**src/rtl/rv32i_writeback_if.sv**
```systemverilog
// rv32i_writeback_if: ALU/load result inputs and register-file write outputs of the writeback stage.
// RV32I_WB_FWD_EN adds the combinational forwarding signals.
interface rv32i_writeback_if #(
   parameter int XLEN = 32
);
   logic            alu_valid;
   logic            alu_ready;
   logic [4:0]      alu_rd_addr;
   logic [XLEN-1:0] alu_rd_data;
   logic            ld_valid;
   logic [4:0]      ld_rd_addr;
   logic [XLEN-1:0] ld_word;
   logic [2:0]      ld_funct3;
   logic [1:0]      ld_off;
   logic            rd_we;
   logic [4:0]      rd_addr;
   logic [XLEN-1:0] rd_data;
   logic            ld_misalign;
   logic [31:0]     wb_count;
`ifdef RV32I_WB_FWD_EN
   logic            fwd_valid;
   logic [4:0]      fwd_addr;
   logic [XLEN-1:0] fwd_data;
   modport master (
      output alu_valid, alu_rd_addr, alu_rd_data, ld_valid, ld_rd_addr, ld_word, ld_funct3, ld_off,
      input  alu_ready, rd_we, rd_addr, rd_data, ld_misalign, wb_count, fwd_valid, fwd_addr, fwd_data
   );
   modport slave (
      input  alu_valid, alu_rd_addr, alu_rd_data, ld_valid, ld_rd_addr, ld_word, ld_funct3, ld_off,
      output alu_ready, rd_we, rd_addr, rd_data, ld_misalign, wb_count, fwd_valid, fwd_addr, fwd_data
   );
`else
   modport master (
      output alu_valid, alu_rd_addr, alu_rd_data, ld_valid, ld_rd_addr, ld_word, ld_funct3, ld_off,
      input  alu_ready, rd_we, rd_addr, rd_data, ld_misalign, wb_count
   );
   modport slave (
      input  alu_valid, alu_rd_addr, alu_rd_data, ld_valid, ld_rd_addr, ld_word, ld_funct3, ld_off,
      output alu_ready, rd_we, rd_addr, rd_data, ld_misalign, wb_count
   );
`endif
endinterface

```
**src/rtl/rv32i_writeback.sv**
```systemverilog
// rv32i_writeback: load-priority writeback stage with load alignment/extension and a commit counter.
// Define RV32I_WB_FWD_EN to drive the combinational forwarding outputs of the interface.
module rv32i_writeback #(
   parameter int XLEN = 32
) (
   input logic              clk,
   input logic              rst_n,
   rv32i_writeback_if.slave wb
);
   logic [7:0]      ld_byte;
   logic [15:0]     ld_half;
   logic            ld_ok;
   logic [XLEN-1:0] ld_data;
   logic            acc_d;
   logic            we_d;
   logic [4:0]      addr_d;
   logic [XLEN-1:0] data_d;
   logic            rd_we_q;
   logic [4:0]      rd_addr_q;
   logic [XLEN-1:0] rd_data_q;
   logic            misalign_q;
   logic [31:0]     wb_count_q;
   always_comb begin
      ld_byte = wb.ld_word[8*wb.ld_off +: 8];
      ld_half = wb.ld_off[1] ? wb.ld_word[31:16] : wb.ld_word[15:0];
      ld_ok   = (wb.ld_funct3 inside {3'b000, 3'b100})
             || ((wb.ld_funct3 inside {3'b001, 3'b101}) && !wb.ld_off[0])
             || (wb.ld_funct3 == 3'b010 && wb.ld_off == 2'd0);
      // funct3[2] marks the unsigned variants, so it gates the sign bit
      ld_data = wb.ld_funct3[1] ? wb.ld_word
              : wb.ld_funct3[0] ? {{(XLEN-16){!wb.ld_funct3[2] & ld_half[15]}}, ld_half}
              : {{(XLEN-8){!wb.ld_funct3[2] & ld_byte[7]}}, ld_byte};
      acc_d   = wb.ld_valid ? ld_ok : wb.alu_valid;
      addr_d  = wb.ld_valid ? wb.ld_rd_addr : wb.alu_rd_addr;
      data_d  = wb.ld_valid ? ld_data : wb.alu_rd_data;
      we_d    = acc_d && addr_d != 5'd0;
   end
   always_ff @(posedge clk or negedge rst_n) begin
      if (!rst_n) begin
         rd_we_q    <= 1'b0;
         rd_addr_q  <= '0;
         rd_data_q  <= '0;
         misalign_q <= 1'b0;
         wb_count_q <= '0;
      end else begin
         rd_we_q    <= we_d;
         misalign_q <= wb.ld_valid && !ld_ok;
         wb_count_q <= wb_count_q + {31'd0, we_d};
         if (acc_d) begin
            rd_addr_q <= addr_d;
            rd_data_q <= data_d;
         end
      end
   end
   assign wb.alu_ready   = !wb.ld_valid;
   assign wb.rd_we       = rd_we_q;
   assign wb.rd_addr     = rd_addr_q;
   assign wb.rd_data     = rd_data_q;
   assign wb.ld_misalign = misalign_q;
   assign wb.wb_count    = wb_count_q;
`ifdef RV32I_WB_FWD_EN
   assign wb.fwd_valid = we_d && rst_n;
   assign wb.fwd_addr  = addr_d;
   assign wb.fwd_data  = data_d;
`endif
endmodule

```
**src/flat_wrapper.sv**
```systemverilog
// flat-port wrapper written by rule: the top's interface ports become plain ports
module rv32i_writeback_flat 
#(
   parameter int XLEN = 32
)
  (clk, rst_n, wb_alu_valid, wb_alu_rd_addr, wb_alu_rd_data, wb_ld_valid, wb_ld_rd_addr, wb_ld_word, wb_ld_funct3, wb_ld_off, wb_alu_ready, wb_rd_we, wb_rd_addr, wb_rd_data, wb_ld_misalign, wb_wb_count);
  rv32i_writeback_if #(.XLEN(XLEN)) wb_i ();
  input logic clk;
  input logic rst_n;
  input wire logic [$bits(wb_i.alu_valid)-1:0] wb_alu_valid;
  input wire logic [$bits(wb_i.alu_rd_addr)-1:0] wb_alu_rd_addr;
  input wire logic [$bits(wb_i.alu_rd_data)-1:0] wb_alu_rd_data;
  input wire logic [$bits(wb_i.ld_valid)-1:0] wb_ld_valid;
  input wire logic [$bits(wb_i.ld_rd_addr)-1:0] wb_ld_rd_addr;
  input wire logic [$bits(wb_i.ld_word)-1:0] wb_ld_word;
  input wire logic [$bits(wb_i.ld_funct3)-1:0] wb_ld_funct3;
  input wire logic [$bits(wb_i.ld_off)-1:0] wb_ld_off;
  output wire logic [$bits(wb_i.alu_ready)-1:0] wb_alu_ready;
  output wire logic [$bits(wb_i.rd_we)-1:0] wb_rd_we;
  output wire logic [$bits(wb_i.rd_addr)-1:0] wb_rd_addr;
  output wire logic [$bits(wb_i.rd_data)-1:0] wb_rd_data;
  output wire logic [$bits(wb_i.ld_misalign)-1:0] wb_ld_misalign;
  output wire logic [$bits(wb_i.wb_count)-1:0] wb_wb_count;
  assign wb_i.alu_valid = wb_alu_valid;
  assign wb_i.alu_rd_addr = wb_alu_rd_addr;
  assign wb_i.alu_rd_data = wb_alu_rd_data;
  assign wb_i.ld_valid = wb_ld_valid;
  assign wb_i.ld_rd_addr = wb_ld_rd_addr;
  assign wb_i.ld_word = wb_ld_word;
  assign wb_i.ld_funct3 = wb_ld_funct3;
  assign wb_i.ld_off = wb_ld_off;
  assign wb_alu_ready = wb_i.alu_ready;
  assign wb_rd_we = wb_i.rd_we;
  assign wb_rd_addr = wb_i.rd_addr;
  assign wb_rd_data = wb_i.rd_data;
  assign wb_ld_misalign = wb_i.ld_misalign;
  assign wb_wb_count = wb_i.wb_count;
  rv32i_writeback #(.XLEN(XLEN)) u_core (.clk(clk), .rst_n(rst_n), .wb(wb_i));
endmodule
```
**config.mk**
```make
export PLATFORM = sky130hd
export DESIGN_NAME = rv32i_writeback_flat
export DESIGN_NICKNAME = d
export VERILOG_FILES = /design/src/rtl/rv32i_writeback_if.sv /design/src/rtl/rv32i_writeback.sv /design/src/flat_wrapper.sv
export SDC_FILE = /design/constraint.sdc
export NUM_CORES = 1
export LEC_CHECK = 0
export BUFFER_PORTS_ARGS = -buffer_cell sky130_fd_sc_hd__clkbuf_2
export CORE_MARGIN = 2
export CORE_UTILIZATION = 49
export DETAILED_ROUTE_END_ITERATION = 16
export PLACE_DENSITY = 0.87
export RECOVER_POWER = 100
export SLEW_MARGIN = 20
export SYNTH_ARGS = -nofsm -noshare
export SYNTH_HDL_FRONTEND = slang
export SYNTH_SLANG_ARGS = --single-unit
```
**constraint.sdc**
```tcl
create_clock -name clk -period 2.1 [get_ports clk]
set_input_delay 0.42 -clock clk [delete_from_list [all_inputs] [get_ports clk]]
set_output_delay 0.42 -clock clk [all_outputs]
set_load 0.005 [all_outputs]
```
==> results of run 1 <==
[logic make-up after synthesis]
family                     after synthesis  share of synthesized area (%)
DFF                                     71                           45.5
AOI/OAI and AO/OA                       76                           17.4
adders and majority gates                2                          0.641
xor gates and xnor gates                30                           6.73
muxes                                   32                           9.62
and+or+nand+nor                        129                           15.6
buffers and inverters                   38                           4.45
[worst max-delay path, cell delays in order]
cell	delay (ps)
buf_8	100
nor4_4	340
o31ai_4	100
a221oi_2	220
ha_2	280
nand4_1	160
buf_4	180
nor3_2	110
buf_4	170
nand4b_1	130
xnor2_1	150
[final cells by class]
type,instances,area (um^2)
clock inverter,6,68.8
multi-input combinational,269,2050
tap,102,128
timing repair buffer,185,1040
clock buffer,10,138
inverter,13,48.8
fill,627,2480
sequential,71,1780
[power by group through the flow]
stage | registers [uW] | clock network, uW | logic (uW)
floorplan | 1720 | 0 | 421
global placement | 1710 | 0 | 846
detailed placement | 1730 | 0 | 870
CTS | 1710 | 1170 | 885
global route | 1730 | 1230 | 988
finish | 1710 | 1150 | 898
[timing repair]
item	4_1_cts	5_1_grt
resized for setup	2	9
endpoints found under the setup margin	15	20
buffers inserted	1	3
pin swaps	7	4
cloned	0	0
hold buffers	0	0
[registers in the layout, summed over array words and instances (netlist names)]
signal / flops
u_core.wb.rd_data: 32
u_core.wb.wb_count: 32
u_core.wb.rd_addr: 5
u_core.wb.ld_misalign: 1
u_core.wb.rd_we: 1
[path summary, 6_finish.rpt]
kind / slack, ps / from / endpoint
min in group asynchronous: 650 / rst_n / u_core.wb.wb_count[12]
worst min-delay path: 330 / wb_alu_rd_data[3] / u_core.wb.rd_data[3]
max in group asynchronous: 430 / rst_n / u_core.wb.wb_count[2]
worst max-delay path: -20 / wb_ld_off[1] / u_core.wb.wb_count[27]
worst max register to register: 370 / u_core.wb.wb_count[8] / u_core.wb.wb_count[22]
worst min register to register: 470 / u_core.wb.wb_count[31] / u_core.wb.wb_count[31]
[per-stage QoR]
stage | std cells | instance area (um^2) | utilization [%] | total power, uW | hold WS (ps)
after floorplan | 378 | 3990 | - | 2140 | 124
after global placement | 636 | 4990 | 64.5 | 2560 | 461
after detailed placement | 636 | 4990 | 64.5 | 2600 | 461
after CTS | 653 | 5220 | 67.5 | 3760 | 87.1
after global routing | 656 | 5250 | 67.9 | 3950 | 320
final | 656 | 5250 | 67.9 | 3760 | 328
[synthesized netlist by cell type (2+ instances only)]
| cell type | count | area share [%] |
|---|---|---|
| a21oi_1 | 2 | 0.26 |
| a221o_1 | 8 | 2.1 |
| a221oi_1 | 22 | 4.9 |
| a221oi_2 | 10 | 3.8 |
| and2_1 | 7 | 1.1 |
| and3_1 | 4 | 0.64 |
| and4_1 | 2 | 0.45 |
| buf_2 | 7 | 0.90 |
| buf_6 | 3 | 0.87 |
| clkbuf_1 | 14 | 1.3 |
| dfrtp_1 | 71 | 46 |
| ha_1 | 2 | 0.64 |
| inv_1 | 12 | 1.2 |
| mux2_2 | 21 | 6.1 |
| mux2_4 | 3 | 1.2 |
| mux2i_1 | 6 | 1.5 |
| nand2_1 | 46 | 4.4 |
| nand3_1 | 10 | 1.3 |
| nand4_1 | 11 | 1.8 |
| nand4b_1 | 2 | 0.45 |
| nor2_1 | 34 | 3.3 |
| nor3_1 | 4 | 0.51 |
| nor4_1 | 4 | 0.64 |
| o21ai_0 | 5 | 0.64 |
| o21ai_1 | 2 | 0.26 |
| o31ai_1 | 24 | 4.6 |
| xnor2_1 | 23 | 5.2 |
| xor2_1 | 7 | 1.6 |
[layer usage]
layer  vias up  track usage, %  wire, um
met5         -               0         0
met4         0            13.8       412
met3        35            5.00       894
met2       196            44.8      5600
met1      1847            32.7      4370
li1       1739               -         -
==> metrics, run 1 <==
fmax=471 MHz; Routed wire per std cell=17.2 um; # setup viols final=3; vias post-DR=3,817; Sink Count=71; row cnt=32; crit end category=flop; status=finished, violations left; Comb pwr share=between 20% and 30%; Synth cell types=40; PwrDens=716 mW/mm^2; clock transition at the registers of the reported paths=90 ps; DRC violations left=0; ANT cells=0; first-pass GRT wire length=around 18,000 um; GP Congestion=around 0.85; max cap viols=1; worst skew pair latency=340 ps; Flop pwr share=approximately 45%; max-slew violation count=72; EDFF count, synth=0; Area Growth Syn to Fin=34.4%; die area=0.00870 mm^2; clk root buf=clkbuf_8; commonest cells after routing, fill and taps aside=clkbuf_2 (152), dfrtp_1 (71), nand2_1 (46), nor2_1 (34), buf_4 (28); Switch Pwr=1180 uW; failing checks=capacitance limit, slew limit, setup timing; Sw Share=31.5%; clock share of power=between 30% and 40%; initial antenna violation count=0; Setup WS post-layout=-23.4 ps; Mapped Nets=about 460; maximum vdd drop=approximately 0.37 mV; Final Hold Viols=0; H-tree Lvls=3; Startpoint Class=input port; Worst slew margin=-17.1%; # nets final=~630; Avg Inst Size Synth=10.3 um^2; leakage power=between 0.002 and 0.003 uW; post-route ant nets=0; Worst Skew=7.07 ps; Die Wd=93.3 um; Die Y-Extent=slightly above 90 um; minimum clock period=2120 ps; number of vias per cell=between 5 and 6; clk buf depth=2; most common cell after layout, fill and taps aside=clkbuf_2; HPWL Detailed=approximately 8500 um; largest net degree at the start of global routing=72; aggregate routed wire length=11,300 um; CP Data Required Time=2330 ps; Synth Register Bits=71; post-synth design cell area=0.00390 mm^2; first drt pass iteration count=5; port buffer count=154; initial core utilization=50.5%; DRC marker count from the first detailed-route iteration=119; Pint=roughly 2600 uW; Reg2Reg Depth=5; RSZ-0062 raised after global routing=true; CTS tree=yes; layout cell share with drive strength beyond 1=a little under half; Crit Path Max Fanout=6; Place WS=-466 ps; Core ar.=0.00773 mm^2; Post-synth ARST share=100%; vias in the first global route=3,752; main flop type after synthesis=dfrtp_1; I/O pin cnt=155; crit share post-route=101%; worst slew pin tran=about 1800 ps; Synth warnings=0; type of the tightest min-delay check=input port to flop; global route total overflow=0; Inserted Clock Buffers=9; CP Class=input port to flop; Setup TNS=-47.6 ps; crit path DAT=~2400 ps; cell depth of the worst hold path=3; cell count after synthesis=378; post-synthesis sequential area ratio=45.5%; gr usage total=a little over a quarter
Note: power is estimated with default switching activity, not from simulation.
==> run 2: changes to the inputs <==
Settings changed: RECOVER_POWER 100 to unset, SKIP_CTS_REPAIR_TIMING set to 1, TNS_END_PERCENT set to 10.
==> run 2 against run 1 <==
Compared with the run above: the run ends with setup timing left; combinational power is 3.2% lower; first-iteration DRC count increased by 1.7%; clock power grew 6%; sequential power barely moved; global-route usage rose by 0.17 points; cell area up 0.33%; sequential share of layout area is 0.11 points lower; critical path depth stayed put; power is 0.93% higher; critical path type unchanged; critical endpoint is now u_core.wb.wb_count[19]; largest power group unchanged.
==> metrics, run 2 (synthesis results as in run 1) <==
status=finished, violations left; failing checks=setup timing; leakage power=0.00262 uW (+0.70%); Startpoint Class=input port; CTS tree=yes; Critical-path top delay cell=nor4_4; port buffer count=154 (unchanged); max cap viols=0 (-1); number of vias per cell=5.60 (-3.8%); metal3 WL=807 um (-9.7%); layout cell share with drive strength beyond 1=45.2% (-0.26 points); first-pass GRT wire length=18,300 um (about the same); Die Y-Extent=93.3 um (unchanged); I/O pin cnt=155 (unchanged); Crit Path Max Fanout=4 (-2); Crit. Startpoint=wb_ld_off[1]; RR Startpoint=u_core.wb.wb_count[7]; Area Growth Syn to Fin=34.9%; Setup WS post-layout=-62.7 ps (-39.4 ps); # nets final=635 (+0.16%); Fillers=593 (-5.4%); Die Wd=93.3 um (unchanged); RSZ-0062 raised after global routing=true; M1 WL=4460 um (+2.0%); most common cell after layout, fill and taps aside=clkbuf_2; kind of cell adding the most delay to the critical path=simple AND/OR/NAND/NOR gates; Inserted Clock Buffers=9 (unchanged); # setup viols final=14 (+11); commonest cells after routing, fill and taps aside=clkbuf_2 (151), dfrtp_1 (71), nand2_1 (46), nor2_1 (34), buf_4 (29); worst slew pin tran=668 ps (-1090 ps); type of the tightest min-delay check=input port to flop; H-tree Lvls=3 (unchanged); Comb pwr share=22.9% (-1.0 points); DRC violations left=0 (unchanged); crit path DAT=2390 ps (+40 ps); row cnt=32 (unchanged); initial antenna violation count=0 (unchanged); max-slew violation count=0 (-100%); Detail Route met2 WL=5620 um (+0.37%); first drt pass iteration count=4 (-1); die area=0.00870 mm^2 (unchanged); Worst slew margin=55.3% (+72 points); largest net degree at the start of global routing=58 (-19%); Core ar.=0.00773 mm^2 (unchanged); aggregate routed wire length=11,100 um (-1.5%); vias post-DR=3,676 (-3.7%); PwrDens=720 mW/mm^2 (+0.59%); global route total overflow=0 (unchanged); GP Congestion=0.845 (-0.74%); fmax=462 MHz (-1.8%); CP Class=input port to flop; CP Data Required Time=2330 ps (about the same); Routed wire per std cell=16.9 um (-1.6%); buffers and inverters on the worst path=3 (unchanged); Pint=2640 uW (+2.5%); initial core utilization=50.5% (unchanged); maximum vdd drop=0.380 mV (+4.0%); clock share of power=32.2% (+1.5 points); Flop pwr share=44.9% (-0.5 points); Sink Count=71 (unchanged); Switch Pwr=1150 uW (-2.5%); post-route ant nets=0 (unchanged); ANT cells=0 (unchanged); minimum clock period=2160 ps (+39.4 ps); Sw Share=30.4% (-1.1 points); HPWL Detailed=8570 um (+1.2%); Largest stage delay, worst path=260 ps (-80 ps); DRC marker count from the first detailed-route iteration=121 (+1.7%); Core Util, Final=68.1% (+0.23 points); clk root buf=clkbuf_8; worst skew pair latency=340 ps (about the same); clock transition at the registers of the reported paths=80 ps (about the same); CP Cell Sequence=buf_8 -> nor4_4 -> buf_4 -> o31ai_4 -> a221oi_2 -> ha_2 -> nand4_1 -> buf_4 -> nor3_4 -> nand4_1 -> xnor2_1; clk buf depth=2 (unchanged); Worst Skew=10.4 ps (+3.29 ps); Final Power=3790 uW (+0.93%); gr usage total=26.9% (+0.17 points); vias in the first global route=3,704 (-1.3%); crit share post-route=103% (+1.9 points); Final Hold Viols=0 (unchanged); Worst Hold Launch=wb_alu_rd_data[27]; crit end category=flop; DR top layer=met4
-- run 2: per-stage QoR --
step                      std cells  area, um^2  hold slack (ps)  setup slack, ps  setup TNS (ps)
after global routing            657        5270              325             -188           -2870
after global placement          637        4980              357             -372           -8190
after floorplan                 378        3980              124             -316           -5890
final                           657        5270              330            -62.7            -320
after CTS                       653        5200            -13.6             -163           -1990
after detailed placement        637        4980              362             -487          -11340
-- run 2: power groups by stage --
stage | combinational [uW] | sequential [uW] | clock (uW)
floorplan | 419 | 1720 | 0
global placement | 826 | 1710 | 0
detailed placement | 858 | 1730 | 0
CTS | 861 | 1700 | 1240
global route | 957 | 1730 | 1310
finish | 869 | 1700 | 1220
-- run 2: final timing paths --
path,end,slack [ps],cells past startpoint
worst min-delay path,u_core.wb.rd_data[27],330,3
worst max register to register,u_core.wb.wb_count[30],380,5
max in group asynchronous,u_core.wb.rd_addr[0],890,3
worst max-delay path,u_core.wb.wb_count[19],-60,11
worst min register to register,u_core.wb.wb_count[31],470,1
min in group asynchronous,u_core.wb.wb_count[10],530,2
-- run 2: area by class of cell --
cell class / count / area [um^2] / area share (%)
clock buffer: 9 / 124 / 2.35
sequential: 71 / 1780 / 33.7
timing repair buffer: 186 / 1050 / 19.9
inverter: 13 / 48.8 / 0.927
multi-input combinational: 269 / 2040 / 38.8
tap: 102 / 128 / 2.42
clock inverter: 7 / 97.6 / 1.85
-- run 2: worst min-delay path, cell delays in order --
cell and delay, ps:
clkbuf_2 80, nor2_1 70, o31ai_1 60
-- run 2: metal layers --
metal  vias to the layer above  global-route usage (%)
li1                       1738                       -
met5                         -                       0
met3                        22                    8.46
met2                       150                    45.9
met1                      1766                    32.5
met4                         0                    8.09
==> run 3: changes to the inputs <==
Settings changed: BUFFER_PORTS_ARGS -buffer_cell sky130_fd_sc_hd__clkbuf_2 to unset, CORE_UTILIZATION 49 to 64, DONT_BUFFER_PORTS set to 1, PLACE_DENSITY 0.87 to 0.86.
==> run 3 against run 2 <==
Compared with the run above: the run now ends clean; sequential power grew 3%; routed wire length shrank 10%; register-to-register slack lost 50 ps; non-clock buffer count shrank 171; clock power is essentially flat; cell count shrank 30%; setup slack gained 80 ps; critical path depth shrank 3; sequential share of layout area grew 7.4 points; critical path type unchanged; largest power group unchanged; highest routed layer unchanged.
==> metrics, run 3 (synthesis results as in run 1) <==
I/O pin cnt=155 (unchanged); die area=0.00674 mm^2 (-22%); H-tree Lvls=3 (unchanged); initial antenna violation count=0 (unchanged); CTS tree=yes; Worst slew margin=57.3% (+2.0 points); first-pass GRT wire length=14,800 um (-19%); vias post-DR=3,081 (-16%); Largest stage delay, worst path=410 ps (+150 ps); crit end category=flop; PwrDens=807 mW/mm^2 (+12%); Sink Count=71 (unchanged); clk root buf=clkbuf_8; minimum clock period=2080 ps (-79.7 ps); initial core utilization=65.9% (+15 points); area of the multi-input gates=0.00204 mm^2 (-0.24%); max cap viols=0 (unchanged); layout cell share with drive strength beyond 1=21.1% (-24 points); Routed wire per std cell=21.7 um (+28%); DRC violations left=0 (unchanged); largest net degree at the start of global routing=72 (+24%); Critical-path top delay cell=nor3_2; post-route ant nets=0 (unchanged); Crit. Startpoint=wb_ld_off[1]; Hold Path Sink=u_core.wb.rd_data[29]; Place WS=-300 ps (+187 ps); row cnt=28 (-13%); cell depth of the worst hold path=2 (-1); Fillers=422 (-29%); M1 WL=3600 um (-19%); Area Growth Syn to Fin=10.7%; fmax=480 MHz (+3.8%); CP Class=input port to flop; Reg area=0.00178 mm^2 (unchanged); Inserted Clock Buffers=9 (unchanged); first drt pass iteration count=4 (unchanged); CP Data Required Time=2320 ps (about the same); port buffer count=0 (-100%); reg2reg end=u_core.wb.wb_count[22]; Core ar.=0.00592 mm^2 (-23%); type of the tightest min-delay check=input port to flop; maximum vdd drop=0.484 mV (+27%); DR top layer=met4; # nets final=464 (-27%); smallest hold slack=251 ps (-79.0 ps); Critical Path Most Common Cell=nand4_1; crit share post-route=99.2% (-3.8 points); Detail Route met2 WL=5050 um (-10%); gr usage total=29.1% (+2.2 points); RR Startpoint=u_core.wb.wb_count[7]; # setup viols final=0 (-14); clock transition at the registers of the reported paths=80 ps (about the same); DRC marker count from the first detailed-route iteration=140 (+16%); Crit Path Max Fanout=19 (+15); status=finished clean; aggregate routed wire length=9980 um (-10%); Post-Place Cells=440 (-31%); leakage power=0.00187 uW (-29%); crit path DAT=2310 ps (-80 ps); Non-Filler Instances=459 (-30%); CP Cell Sequence=nor4_4 -> o31ai_4 -> a221oi_2 -> ha_2 -> nand4_1 -> nor3_2 -> nand4_1 -> xnor2_1; Setup WS post-layout=17.0 ps (+79.7 ps); GP Congestion=0.845 (about the same); most common cell after layout, fill and taps aside=dfrtp_1; Worst Skew=8.49 ps (-1.87 ps); HPWL Detailed=7300 um (-15%); commonest cells after routing, fill and taps aside=dfrtp_1 (71), nand2_1 (46), nor2_1 (34), o31ai_1 (23), xnor2_1 (22); kind of cell adding the most delay to the critical path=simple AND/OR/NAND/NOR gates; clk buf depth=2 (unchanged); max-slew violation count=0 (unchanged); Reg2Reg Depth=5 (unchanged); number of vias per cell=6.71 (+20%); vias in the first global route=2,981 (-20%); RSZ-0062 raised after global routing=true; Die Wd=82.1 um (-12%); worst slew pin tran=637 ps (-30.2 ps); Startpoint Class=input port; worst skew pair latency=340 ps (about the same); r2r setup slk=330 ps (-50 ps); Worst Hold Launch=wb_alu_rd_data[29]; buffers and inverters on the worst path=0 (-3); global route total overflow=0 (unchanged); Final Hold Viols=0 (unchanged); Die Y-Extent=82.1 um (-12%); metal3 WL=1210 um (+50%); ANT cells=0 (unchanged)
## run 3: worst max path at each step
stage,endpoint,slack (ps),cells after the start
3_5_place_dp,u_core.wb.wb_count[27],-300,9
6_report,u_core.wb.wb_count[19],20,8
5_1_grt,u_core.wb.wb_count[19],-90,8
4_1_cts,u_core.wb.wb_count[27],30,9
2_1_floorplan,u_core.wb.wb_count[27],-320,10
3_3_place_gp,u_core.wb.wb_count[27],-210,9
## run 3: power breakdown
part           internal [uW]  switching, uW
Combinational            245            255
Sequential              1540            209
Clock                    685            554
## run 3: routing by layer
layer,track usage (%),vias up
met5,0,-
met4,10.0,0
met3,11.5,12
met2,48.1,157
met1,34.6,1514
li1,-,1398
## run 3: layout make-up
cell class | count | share of cell area (%)
well taps | 75 | 2.17
repair buffers | 15 | 3.13
clock buffers | 9 | 2.87
flip-flops and latches | 71 | 41.1
multi-input cells | 269 | 47.2
inverters | 13 | 1.13
clock inverters | 7 | 2.43
## run 3: worst register-to-register path: stages, from the launching register on
cell and delay (ps):
dfrtp_1 490, nand4_1 310, nor4_2 330, buf_4 230, nand4_1 140, xnor2_1 160
## run 3: through the flow
| stage | util, % | setup TNS [ps] | area, um^2 | power [uW] |
|---|---|---|---|---|
| global route | 73.0 | -513 | 4320 | 3670 |
| CTS | 72.1 | 0 | 4270 | 3480 |
| finish | 73.0 | 0 | 4320 | 3490 |
| global placement | 68.3 | -3680 | 4040 | 2220 |
| detailed placement | 68.3 | -5530 | 4040 | 2250 |
| floorplan | - | -5890 | 3980 | 2130 |
